--- src/rtl/stopwatch_ctrl_if.sv ---
// Command pulses in, BCD time / status / multiplexed digit out for the stopwatch controller.
// master drives the button pulses; slave is the controller side.
interface stopwatch_ctrl_if;
  logic       start_stop;
  logic       clear;
  logic [3:0] sec_ones;
  logic [3:0] sec_tens;
  logic [3:0] min_ones;
  logic       running;
  logic       wrap;
  logic [3:0] scan_digit;
  logic [2:0] scan_sel;

  modport master (
    output start_stop, clear,
    input  sec_ones, sec_tens, min_ones, running, wrap, scan_digit, scan_sel
  );

  modport slave (
    input  start_stop, clear,
    output sec_ones, sec_tens, min_ones, running, wrap, scan_digit, scan_sel
  );
endinterface

--- src/rtl/stopwatch_ctrl.sv ---
// M:SS stopwatch: IDLE/RUN/PAUSE FSM, prescaled BCD counter, 3-digit display scan.
// Commands act on the edge they are sampled; no backpressure, inputs are single-cycle pulses.
module stopwatch_ctrl #(
  parameter int TICK_DIV = 50_000_000,
  parameter int SCAN_DIV = 50_000
) (
  input  logic               clk,
  input  logic               reset,
  stopwatch_ctrl_if.slave    bus
);

  localparam int TICK_W = $clog2(TICK_DIV);
  localparam int SCAN_W = $clog2(SCAN_DIV);
  localparam logic [TICK_W-1:0] TICK_MAX = TICK_W'(TICK_DIV - 1);
  localparam logic [SCAN_W-1:0] SCAN_MAX = SCAN_W'(SCAN_DIV - 1);

  typedef enum logic [1:0] {
    IDLE  = 2'd0,
    RUN   = 2'd1,
    PAUSE = 2'd2
  } state_t;

  state_t             state;
  state_t             state_nxt;
  logic [TICK_W-1:0]  presc;
  logic [SCAN_W-1:0]  scan_cnt;
  logic [2:0]         scan_sel;
  logic [3:0]         sec_ones;
  logic [3:0]         sec_tens;
  logic [3:0]         min_ones;
  logic               wrap;
  logic               tick;
  logic               at_max;
  logic [3:0]         scan_digit;

  always_ff @(posedge clk) begin
    if (reset) begin
      state <= IDLE;
    end else begin
      state <= state_nxt;
    end
  end

  // In PAUSE, clear outranks start_stop; in RUN, clear is ignored.
  always_comb begin
    state_nxt = state;
    case (state)
      IDLE:    if (bus.start_stop) state_nxt = RUN;
      RUN:     if (bus.start_stop) state_nxt = PAUSE;
      PAUSE: begin
        if (bus.clear)           state_nxt = IDLE;
        else if (bus.start_stop) state_nxt = RUN;
      end
      default: state_nxt = IDLE;
    endcase
  end

  assign tick   = (state == RUN) && (presc == TICK_MAX);
  assign at_max = (min_ones == 4'd9) && (sec_tens == 4'd5) && (sec_ones == 4'd9);

  // Prescaler holds through PAUSE so a resumed second keeps its partial progress.
  always_ff @(posedge clk) begin
    if (reset) begin
      presc <= '0;
    end else if (state_nxt == IDLE) begin
      presc <= '0;
    end else if (state == RUN) begin
      presc <= tick ? '0 : presc + 1'b1;
    end
  end

  always_ff @(posedge clk) begin
    if (reset) begin
      sec_ones <= 4'd0;
      sec_tens <= 4'd0;
      min_ones <= 4'd0;
      wrap     <= 1'b0;
    end else begin
      wrap <= tick && at_max;
      if (state_nxt == IDLE) begin
        sec_ones <= 4'd0;
        sec_tens <= 4'd0;
        min_ones <= 4'd0;
      end else if (tick) begin
        if (sec_ones == 4'd9) begin
          sec_ones <= 4'd0;
          if (sec_tens == 4'd5) begin
            sec_tens <= 4'd0;
            min_ones <= (min_ones == 4'd9) ? 4'd0 : min_ones + 4'd1;
          end else begin
            sec_tens <= sec_tens + 4'd1;
          end
        end else begin
          sec_ones <= sec_ones + 4'd1;
        end
      end
    end
  end

  always_ff @(posedge clk) begin
    if (reset) begin
      scan_cnt <= '0;
      scan_sel <= 3'b001;
    end else if (scan_cnt == SCAN_MAX) begin
      scan_cnt <= '0;
      scan_sel <= {scan_sel[1:0], scan_sel[2]};
    end else begin
      scan_cnt <= scan_cnt + 1'b1;
    end
  end

  always_comb begin
    scan_digit = 4'd0;
    case (scan_sel)
      3'b001:  scan_digit = sec_ones;
      3'b010:  scan_digit = sec_tens;
      3'b100:  scan_digit = min_ones;
      default: scan_digit = 4'd0;
    endcase
  end

  assign bus.sec_ones   = sec_ones;
  assign bus.sec_tens   = sec_tens;
  assign bus.min_ones   = min_ones;
  assign bus.running    = (state == RUN);
  assign bus.wrap       = wrap;
  assign bus.scan_sel   = scan_sel;
  assign bus.scan_digit = scan_digit;

endmodule

--- src/flat_wrapper.sv ---
// flat-port wrapper written by rule: the top's interface ports become plain ports
module stopwatch_ctrl_flat 
#(
  parameter int TICK_DIV = 50_000_000,
  parameter int SCAN_DIV = 50_000
)
  (clk, reset, bus_start_stop, bus_clear, bus_sec_ones, bus_sec_tens, bus_min_ones, bus_running, bus_wrap, bus_scan_digit, bus_scan_sel);
  stopwatch_ctrl_if bus_i ();
  input  logic clk;
  input  logic reset;
  input wire logic [$bits(bus_i.start_stop)-1:0] bus_start_stop;
  input wire logic [$bits(bus_i.clear)-1:0] bus_clear;
  output wire logic [$bits(bus_i.sec_ones)-1:0] bus_sec_ones;
  output wire logic [$bits(bus_i.sec_tens)-1:0] bus_sec_tens;
  output wire logic [$bits(bus_i.min_ones)-1:0] bus_min_ones;
  output wire logic [$bits(bus_i.running)-1:0] bus_running;
  output wire logic [$bits(bus_i.wrap)-1:0] bus_wrap;
  output wire logic [$bits(bus_i.scan_digit)-1:0] bus_scan_digit;
  output wire logic [$bits(bus_i.scan_sel)-1:0] bus_scan_sel;
  assign bus_i.start_stop = bus_start_stop;
  assign bus_i.clear = bus_clear;
  assign bus_sec_ones = bus_i.sec_ones;
  assign bus_sec_tens = bus_i.sec_tens;
  assign bus_min_ones = bus_i.min_ones;
  assign bus_running = bus_i.running;
  assign bus_wrap = bus_i.wrap;
  assign bus_scan_digit = bus_i.scan_digit;
  assign bus_scan_sel = bus_i.scan_sel;
  stopwatch_ctrl #(.TICK_DIV(TICK_DIV), .SCAN_DIV(SCAN_DIV)) u_core (.clk(clk), .reset(reset), .bus(bus_i));
endmodule
--- config.mk ---
export PLATFORM = sky130hd
export DESIGN_NAME = stopwatch_ctrl_flat
export DESIGN_NICKNAME = d
export VERILOG_FILES = /design/src/rtl/stopwatch_ctrl_if.sv /design/src/rtl/stopwatch_ctrl.sv /design/src/flat_wrapper.sv
export SDC_FILE = /design/constraint.sdc
export NUM_CORES = 1
export LEC_CHECK = 0
export ABC_AREA = 1
export CORE_ASPECT_RATIO = 1.1
export CORE_UTILIZATION = 60
export CTS_CLUSTER_DIAMETER = 80
export CTS_CLUSTER_SIZE = 25
export DETAILED_ROUTE_END_ITERATION = 7
export GPL_TIMING_DRIVEN = 0
export PLACE_DENSITY_LB_ADDON = 0.1
export SLEW_MARGIN = 30
export SYNTH_ARGS = -nofsm -noshare
export SYNTH_HDL_FRONTEND = slang
export SYNTH_SLANG_ARGS = --single-unit
export TNS_END_PERCENT = 100
--- constraint.sdc ---
create_clock -name clk -period 4.1 [get_ports clk]
set_input_delay 0.41 -clock clk [delete_from_list [all_inputs] [get_ports clk]]
set_output_delay 0.41 -clock clk [all_outputs]
set_load 0.1 [all_outputs]
# Yosys cells after proc, flatten, opt, wreduce, memory -nomap -nowiden
# Cells that the tools add are included.
# W data, S select, Z words.
[word_totals] in_bits=4 reg_bits=60
[classes] n_reduce_logical=10 n_mux=9 eq_ne=10 add_sub_neg=5
[ops] op="$add A26 B1 Y26 const B" count=1
[ops] op="$eq A26 B26 Y1 const B" count=1
[ops] op="$mux W26" count=1
[ops] op="$add A16 B1 Y16 const B" count=1
[ops] op="$eq A16 B16 Y1 const B" count=1
[ops] op="$add A4 B1 Y4 const B" count=3
[ops] op="$mux W4" count=3
[ops] op="$pmux W4 S3" count=1
[ops] op="$eq A4 B4 Y1 const B" count=2
[ops] op="$mux W2" count=3
[ops] op="$pmux W2 S3" count=1
[ops] op="$eq A4 B3 Y1 const B" count=1
[ops] op="$logic_and A1 B1 Y1" count=4
[ops] op="$logic_not A2 Y1" count=2
[ops] op="$reduce_or A2 Y1" count=2
[ops] op="$eq A3 B1 Y1 const B" count=1
[ops] op="$eq A3 B2 Y1 const B" count=1
[ops] op="$eq A3 B3 Y1 const B" count=1
[ops] op="$reduce_and A3 Y1" count=1
[ops] op="$eq A2 B1 Y1 const B" count=1
[ops] op="$eq A2 B2 Y1 const B" count=1
[ops] op="$reduce_and A2 Y1" count=1

# Logic depth before layout (Yosys ltp)
# Gate-level depths: netlist of run 1.
[logic_depth] ltp_word=5 mapped_depth=11

# Least setup slack after synthesis of run 1
# Ideal clock, no wire load.
[synth_timing] path_kind="reg-to-output" start="register u_core.scan_sel[2] (netlist: u_core.bus.scan_sel[2])" end="output port bus_scan_digit[1]" t_required_ps=3690 path_buffers=0 arrival_time_ps=2257 setup_slack_ps=1433 stages_incl_launch_ff=5 cell_sequence="dfxtp_1 inv_1 nor3_1 nand2_1 nand3_1"
[synth_between] elab_chain_cells=2 elab_cells_between_ends=4 classes_between="3 x eq/ne; 1 x mux"
[synth_rtl] element="from (decl)" line="stopwatch_ctrl.sv:27" source="logic [2:0] scan_sel;"
[synth_rtl] element="from (signal assigned)" line="stopwatch_ctrl.sv:106" source="scan_sel <= {scan_sel[1:0], scan_sel[2]};"
[synth_rtl] element="$eq A3 B3 Y1 (tied with other cells)" line="stopwatch_ctrl.sv:114" source="case (scan_sel)"
[synth_rtl] element="$pmux W4 S3 (*)" line="stopwatch_ctrl.sv:114"
[synth_rtl] element="to (decl)" line="flat_wrapper.sv:18" source="output wire logic [$bits(bus_i.scan_digit)-1:0] bus_scan_digit;"
# Every way passes the cells marked *; elsewhere a longest branch is shown, timed or not.

# Worst setup path in the final report of run 1
[layout_timing] start="register u_core.scan_sel[2] (netlist: u_core.bus.scan_sel[2])" end="output port bus_scan_digit[2]"
# Same word-level chain as after synthesis.

==> flow_summary.json, run 1 <==
{
  "combinationalPowerShare_pct": 5.8,
  "fin_skew_ps": 10.8,
  "period_minus_slack_ps": 2890,
  "cts_resized": 0,
  "period_share_pct": 70.6,
  "ys_seq_elements": 60,
  "worst_path_max_delay_cell": "clkdlybuf4s50_1",
  "cts-root-buf": "clkbuf_8",
  "syn-cell-area_sq_um": 3260,
  "crit_start": "u_core.bus.scan_sel[2]$_SDFFE_PP0N_",
  "synthArstFlopShare_pct": 0,
  "pwr-share-seq_pct": 47.0,
  "worstHoldPathCells": 1,
  "crit_type": "flip-flop to primary output",
  "min_path_type": "flip-flop to flip-flop",
  "cp_data_required_time_ps": 3690,
  "critPathMaxFanout": 4,
  "yosysTopAreaCellShare_pct": 36.8,
  "htreeDepth": 3,
  "gp_congestion": 0.920,
  "p_per_area_nw_per_um2": 331,
  "grt_pass1_wl_um": 12800,
  "grt_start_max_net_pins": 11,
  "r2r_setup_slack_ps": 2330,
  "num_rows": 27,
  "yosys.area.top_type": "dfxtp_1",
  "hold_viol_final": 0,
  "die_x_um": 72.3,
  "reg2reg_from": "u_core.scan_cnt[0]$_SDFF_PP0_",
  "route.detailed.wl_per_inst_um": 12.1,
  "crit_path_end_kind": "primary output",
  "net-switching-power_uw": 291,
  "worst_r2r_path_depth": 9,
  "first_global_vias": 3056,
  "drtAntennaViolNets": 0,
  "insertion_delay_ps": 350,
  "worstPathArrival_ps": 2480,
  "post_cts_buffers": 0,
  "drv_cap": 0,
  "swShare_pct": 23.1,
  "numCtsBuffers": 9,
  "ioPinCount": 25,
  "postCtsHoldBufs": 0,
  "reg2reg_to": "u_core.scan_cnt[9]$_SDFF_PP0_",
  "syn_area_per_cell_sq_um": 6.53,
  "antenna_cells": 0,
  "p_clk_share_pct": 47.2,
  "fin_hold_ws_ps": 452,
  "area_growth_pct": 16.8,
  "synth_fp_nets": 506,
  "p_int_uw": 969,
  "status": "completed",
  "rsz0062_at_grt": "false",
  "core-area_sq_um": 5130,
  "ys.flop_type": "dfxtp_1",
  "worstMarginPinSlew_ps": 981,
  "viasPerCell": 5.29,
  "drv_slew": 0,
  "die_y_um": 79.3,
  "ir_drop_mv": 0.248,
  "crit_buf_inv": 2,
  "grt-ovfl-total": 0,
  "die-area_sq_um": 5740,
  "n_fill_cell": 432,
  "min_to": "u_core.scan_cnt[0]$_SDFF_PP0_",
  "grtUsageTotal_pct": 28.6,
  "netlist-cell-type-count": 34,
  "synth_warnings": 0,
  "start_util_pct": 63.5,
  "firstDrtPassIters": 5,
  "io_buffers": 24,
  "max_freq_mhz": 346,
  "synth_enable_flop_cells": 0,
  "nets": 541,
  "clock_sinks": 60,
  "vias": 3239,
  "critPathTopFamily": "buffers and inverters",
  "cts_tree": "done",
  "slew_headroom_pct": 34.4,
  "setup_viol": 0,
  "ys_seq_area_share_pct": 36.8,
  "slowest_delay_ps": 1130,
  "dp.final_hpwl_um": 5560,
  "drive_gt1_share_pct": 7.22,
  "finalWirelength_um": 7390,
  "start_kind": "flip-flop",
  "tns_ps": 0,
  "crit_chain": "inv_1 > nor3_1 > nand2_1 > nand3_1 > clkdlybuf4s50_1",
  "power.leakage_uw": 0.00151,
  "cts_buffer_depth": 2,
  "drcViolationCount": 0,
  "synth_cells": 500,
  "yosys-top-cells-area": "dfxtp_1 (37%), nand2_1 (15%), nor2_1 (11%)",
  "cts.clk_slew.worst_paths_ps": 60,
  "grt_antenna_before_repair": 0,
  "drtIter0Drc": 145,
  "worstHoldStart": "u_core.scan_cnt[0]$_SDFF_PP0_"
}
-- flip-flops by register name, indices dropped and copies added, names as in the netlist --
signal	cells
u_core.bus.min_ones	4
u_core.presc	26
u_core.state	2
u_core.scan_cnt	16
u_core.bus.sec_ones	4
u_core.bus.wrap	1
u_core.bus.sec_tens	4
u_core.bus.scan_sel	3
-- cell type report --
type	instances	area, sq um	area share [%]
Timing Repair Buffer	24	240	6.30
Sequential cell	60	1200	31.5
Inverter	71	269	7.06
Buffer	4	35.0	0.919
Multi-Input combinational cell	365	1760	46.1
Clock buffer	12	145	3.81
Clock inverter	4	72.6	1.90
Tap cell	72	90.1	2.36
-- stage by stage --
stage / std cells / total power (uW) / area (sq um) / worst slack, ps / util, %
after floorplan: 500 / 658 / 3260 / 1430 / -
after global placement: 596 / 676 / 3590 / 1620 / 70.0
after detailed placement: 596 / 679 / 3590 / 1580 / 70.0
after CTS: 612 / 1270 / 3810 / 1200 / 74.2
after global routing: 612 / 1300 / 3810 / 1010 / 74.2
final: 612 / 1260 / 3810 / 1210 / 74.2
-- layout by cell type, fill, tap and decap left out, drive strengths merged --
master           n
bufinv           2
clkbuf          12
xor2             5
or3              1
nand3b           1
inv             71
xnor2            3
nor3b            6
o21ai           15
a211oi           1
o21bai           3
a21oi           13
a22oi            1
or2              3
nand3           39
o211ai           1
nor3            20
clkdlybuf4s50   24
nand4           13
ha               2
buf              4
nand2          138
dfxtp           60
nor2           100
clkinvlp         1
clkinv           1
-- cells in the mapped netlist, types with 2 or more instances --
master and instances:
nand3_1 39, xnor2_1 3, nor2_1 94, o21ai_1 2, a21oi_1 13, nand2_4 4
nor3_2 2, nand4_1 13, inv_1 68, nor2_4 2, or2_2 3, o21bai_1 3
nor3b_1 5, nor3_1 18, ha_1 2, nor2_8 3, inv_2 2, buf_6 2
nand2_1 132, dfxtp_1 60, xor2_1 5, o21ai_0 13
-- worst reg2reg max path: cells and delay by family (launching register included) --
family | cells | cell delay [ps]
AND/OR/NAND/NOR | 6 | 790
flip-flops | 1 | 360
adder cells (fa/ha/maj) | 1 | 180
buffers and inverters | 2 | 340
-- cells by family (layout without fill, tap and decap cells) --
| group | count (synthesis) | in the layout | share of synthesized area (%) |
|---|---|---|---|
| AO/OA/AOI/OAI | 34 | 34 | 5.67 |
| flip-flops | 60 | 60 | 36.8 |
| XOR/XNOR | 8 | 8 | 2.15 |
| AND/OR/NAND/NOR | 321 | 321 | 45.3 |
| adder cells (fa/ha/maj) | 2 | 2 | 0.767 |
| buffers and inverters | 75 | 115 | 9.32 |
-- power by group through the flow --
stage                     Clock (uW)  Sequential, uW  Combinational [uW]
after floorplan                    0             605                53.2
after global placement             0             606                70.8
after detailed placement           0             606                72.8
after CTS                        601             593                73.4
after global routing             626             593                80.5
final                            594             593                73.1
-- how the worst max path moves through the flow --
stage / cells after the start / endpoint / slack [ps]
2_1_floorplan: 4 / bus_scan_digit[1] / 1430
3_3_place_gp: 5 / bus_scan_digit[1] / 1620
3_5_place_dp: 5 / bus_scan_digit[2] / 1580
4_1_cts: 5 / bus_scan_digit[2] / 1200
5_1_grt: 5 / bus_scan_digit[1] / 1010
6_report: 5 / bus_scan_digit[2] / 1210
-- routing by layer --
layer	vias to the layer above	part of all wire [%]	GRT usage, %
li1	1648	-	-
met1	1456	42	30.1
met2	108	50	51.6
met3	27	4.2	6.22
met4	0	3.6	16.7
met5	-	0	0
Power figures use the tool's default switching activity.
==> run 2, diff against run 1 <==
--- a/config.mk
+++ b/config.mk
@@ -7,7 +7,7 @@
 export LEC_CHECK = 0
 export ABC_AREA = 1
 export CORE_ASPECT_RATIO = 1.1
-export CORE_UTILIZATION = 60
+export CORE_UTILIZATION = 58
 export CTS_CLUSTER_DIAMETER = 80
 export CTS_CLUSTER_SIZE = 25
 export DETAILED_ROUTE_END_ITERATION = 7
==> constraint.sdc (replaced) <==
create_clock -name clk -period 2.9 [get_ports clk]
set_input_delay 0.29 -clock clk [delete_from_list [all_inputs] [get_ports clk]]
set_output_delay 0.29 -clock clk [all_outputs]
set_load 0.1 [all_outputs]
==> run 2 against run 1 <==
Net effect:
- setup slack got worse by 850 ps
- routed wire length down 2.6%
- sequential power grew 41%
- critical path depth is 2 lower
- final cell count increased by 0.49%
- final area rose by 1.1%
- worst hold slack improved by 11 ps
- first-iteration DRC count up 48%
- combinational power grew 38%
- non-clock buffer count is the same
- die area rose by 3.4%
- count of clock-buffer cells in the layout decreased by 3
- critical endpoint is now bus_running
- largest cell class unchanged
==> flow_summary.json, run 2 (synthesis gave the netlist of run 1 again) <==
{
  "status": "completed",
  "cts.clk_slew.worst_paths_ps": 70,
  "largest-register": "u_core.presc",
  "stdcell_count": 615,
  "total_power_uw": 1880,
  "die_y_um": 80.7,
  "start_util_pct": 60.5,
  "grtUsageTotal_pct": 26.6,
  "cp_data_required_time_ps": 2610,
  "io_buffers": 24,
  "crit_start": "u_core.state[0]$_SDFF_PP0_",
  "period_share_pct": 87.8,
  "numCtsBuffers": 9,
  "worstSetupEndpoint": "bus_running",
  "largest_register_ff_count": 26,
  "layout_common_cells": "nand2_1 (132), nor2_1 (94), inv_1 (68)",
  "grt_pass1_wl_um": 12100,
  "die-area_sq_um": 5930,
  "area_growth_pct": 18.1,
  "stdcell_area_sq_um": 3850,
  "firstDrtPassIters": 4,
  "drv_cap": 0,
  "cts_tree": "done",
  "r2r_setup_slack_ps": 1080,
  "period_minus_slack_ps": 2550,
  "cts-root-buf": "clkbuf_8",
  "die_x_um": 73.5,
  "worstPathArrival_ps": 2260,
  "slew_headroom_pct": 34.7,
  "crit_type": "flip-flop to primary output",
  "clock_sinks": 60,
  "insertion_delay_ps": 350,
  "tns_ps": 0,
  "max_freq_mhz": 393,
  "postCtsHoldBufs": 0,
  "antenna_cells": 0,
  "drv_slew": 0,
  "post_cts_buffers": 0,
  "hold_viol_final": 0,
  "ioPinCount": 25,
  "worstMarginPinSlew_ps": 976,
  "htreeDepth": 3,
  "drtIter0Drc": 214,
  "grt-ovfl-total": 0,
  "gp_congestion": 0.905,
  "crit_path_end_kind": "primary output",
  "grt_start_max_net_pins": 13,
  "min_path_type": "flip-flop to flip-flop",
  "placed_area_sq_um": 3600,
  "final_core_util_pct": 71.5,
  "route.detailed.wl_per_inst_um": 11.7,
  "start_kind": "flip-flop",
  "fin_skew_ps": 14.8,
  "ir_drop_mv": 0.398,
  "final_common_cell": "nand2_1",
  "vias": 3169,
  "drcViolationCount": 0,
  "p_per_area_nw_per_um2": 488,
  "grt_antenna_before_repair": 0,
  "finalWirelength_um": 7200,
  "reg2reg_to": "u_core.scan_cnt[9]$_SDFF_PP0_",
  "critPathMaxFanout": 8,
  "viasPerCell": 5.15,
  "setup_viol": 0,
  "cts_buffer_depth": 2,
  "worst_r2r_path_depth": 9,
  "drtAntennaViolNets": 0,
  "nets": 541,
  "dp.final_hpwl_um": 5420,
  "num_rows": 28,
  "core-area_sq_um": 5400,
  "rsz0062_at_grt": "false",
  "power.leakage_uw": 0.00160,
  "dp_cells": 599,
  "reg_top3": "u_core.presc x26, u_core.scan_cnt x16",
  "reg2reg_from": "u_core.scan_cnt[0]$_SDFF_PP0_",
  "drive_gt1_share_pct": 7.59,
  "first_global_vias": 2876
}
==> run 2: changes by cell type in the layout (fill, tap and decap cells not counted), sizes merged <==
cell	delta
inv	+1
clkinv	+1
clkbuf	-3
dlymetal6s2s	+4
bufinv	+1
clkdlybuf4s50	-4
==> run 2: power by group <==
| part | total (uW) | internal, uW | switching, uW |
|---|---|---|---|
| registers | 838 | 830 | 7.51 |
| logic | 101 | 33.0 | 67.6 |
| clock network | 941 | 576 | 365 |
| total | 1880 | 1440 | 440 |
==> run 2: routing by layer <==
| metal | share of wire, % | vias to the layer above | GRT usage [%] |
|---|---|---|---|
| li1 | - | 1644 | - |
| met5 | 0 | - | 0 |
| met4 | 3.2 | 0 | 15.0 |
| met1 | 42 | 1427 | 29.2 |
| met2 | 50 | 78 | 47.7 |
| met3 | 4.6 | 20 | 4.14 |
==> run 2: how the worst min path moves through the flow <==
stage,slack [ps],startpoint,cells after the start,to
global placement,430,u_core.scan_cnt[0]$_SDFF_PP0_,1,u_core.scan_cnt[0]$_SDFF_PP0_
CTS,470,u_core.scan_cnt[0]$_SDFF_PP0_,1,u_core.scan_cnt[0]$_SDFF_PP0_
detailed placement,440,u_core.scan_cnt[0]$_SDFF_PP0_,1,u_core.scan_cnt[0]$_SDFF_PP0_
finish,460,u_core.scan_cnt[0]$_SDFF_PP0_,1,u_core.scan_cnt[0]$_SDFF_PP0_
floorplan,360,reset,1,u_core.bus.scan_sel[1]$_SDFFE_PP0N_
global route,510,u_core.scan_cnt[0]$_SDFF_PP0_,1,u_core.scan_cnt[0]$_SDFF_PP0_
==> run 2: worst max-delay path, stage by stage, from the launching register on <==
cell and delay, ps:
dfxtp_1 480, inv_2 110, nor2_8 160, clkdlybuf4s50_1 1160
==> run 2: what timing repair did <==
action | CTS | global route
endpoints found under the hold margin | 0 | 0
setup endpoints to repair | 0 | 4
resized for setup | 0 | 4
==> run 2: final cells by class <==
type	count	area, sq um
fillers	500	1540
plain buffers	4	35.0
repair buffers	24	250
inverters	71	269
well taps	75	93.8
multi-input cells	365	1760
clock inverters	7	124
clock buffers	9	124
flip-flops and latches	60	1200
==> run 2: metrics by stage <==
| step | setup WS [ps] | hold slack [ps] |
|---|---|---|
| 6_report | 352 | 462 |
| 3_5_place_dp | 507 | 443 |
| 4_1_cts | 134 | 467 |
| 2_1_floorplan | 353 | 359 |
| 3_3_place_gp | 533 | 430 |
| 5_1_grt | 292 | 511 |
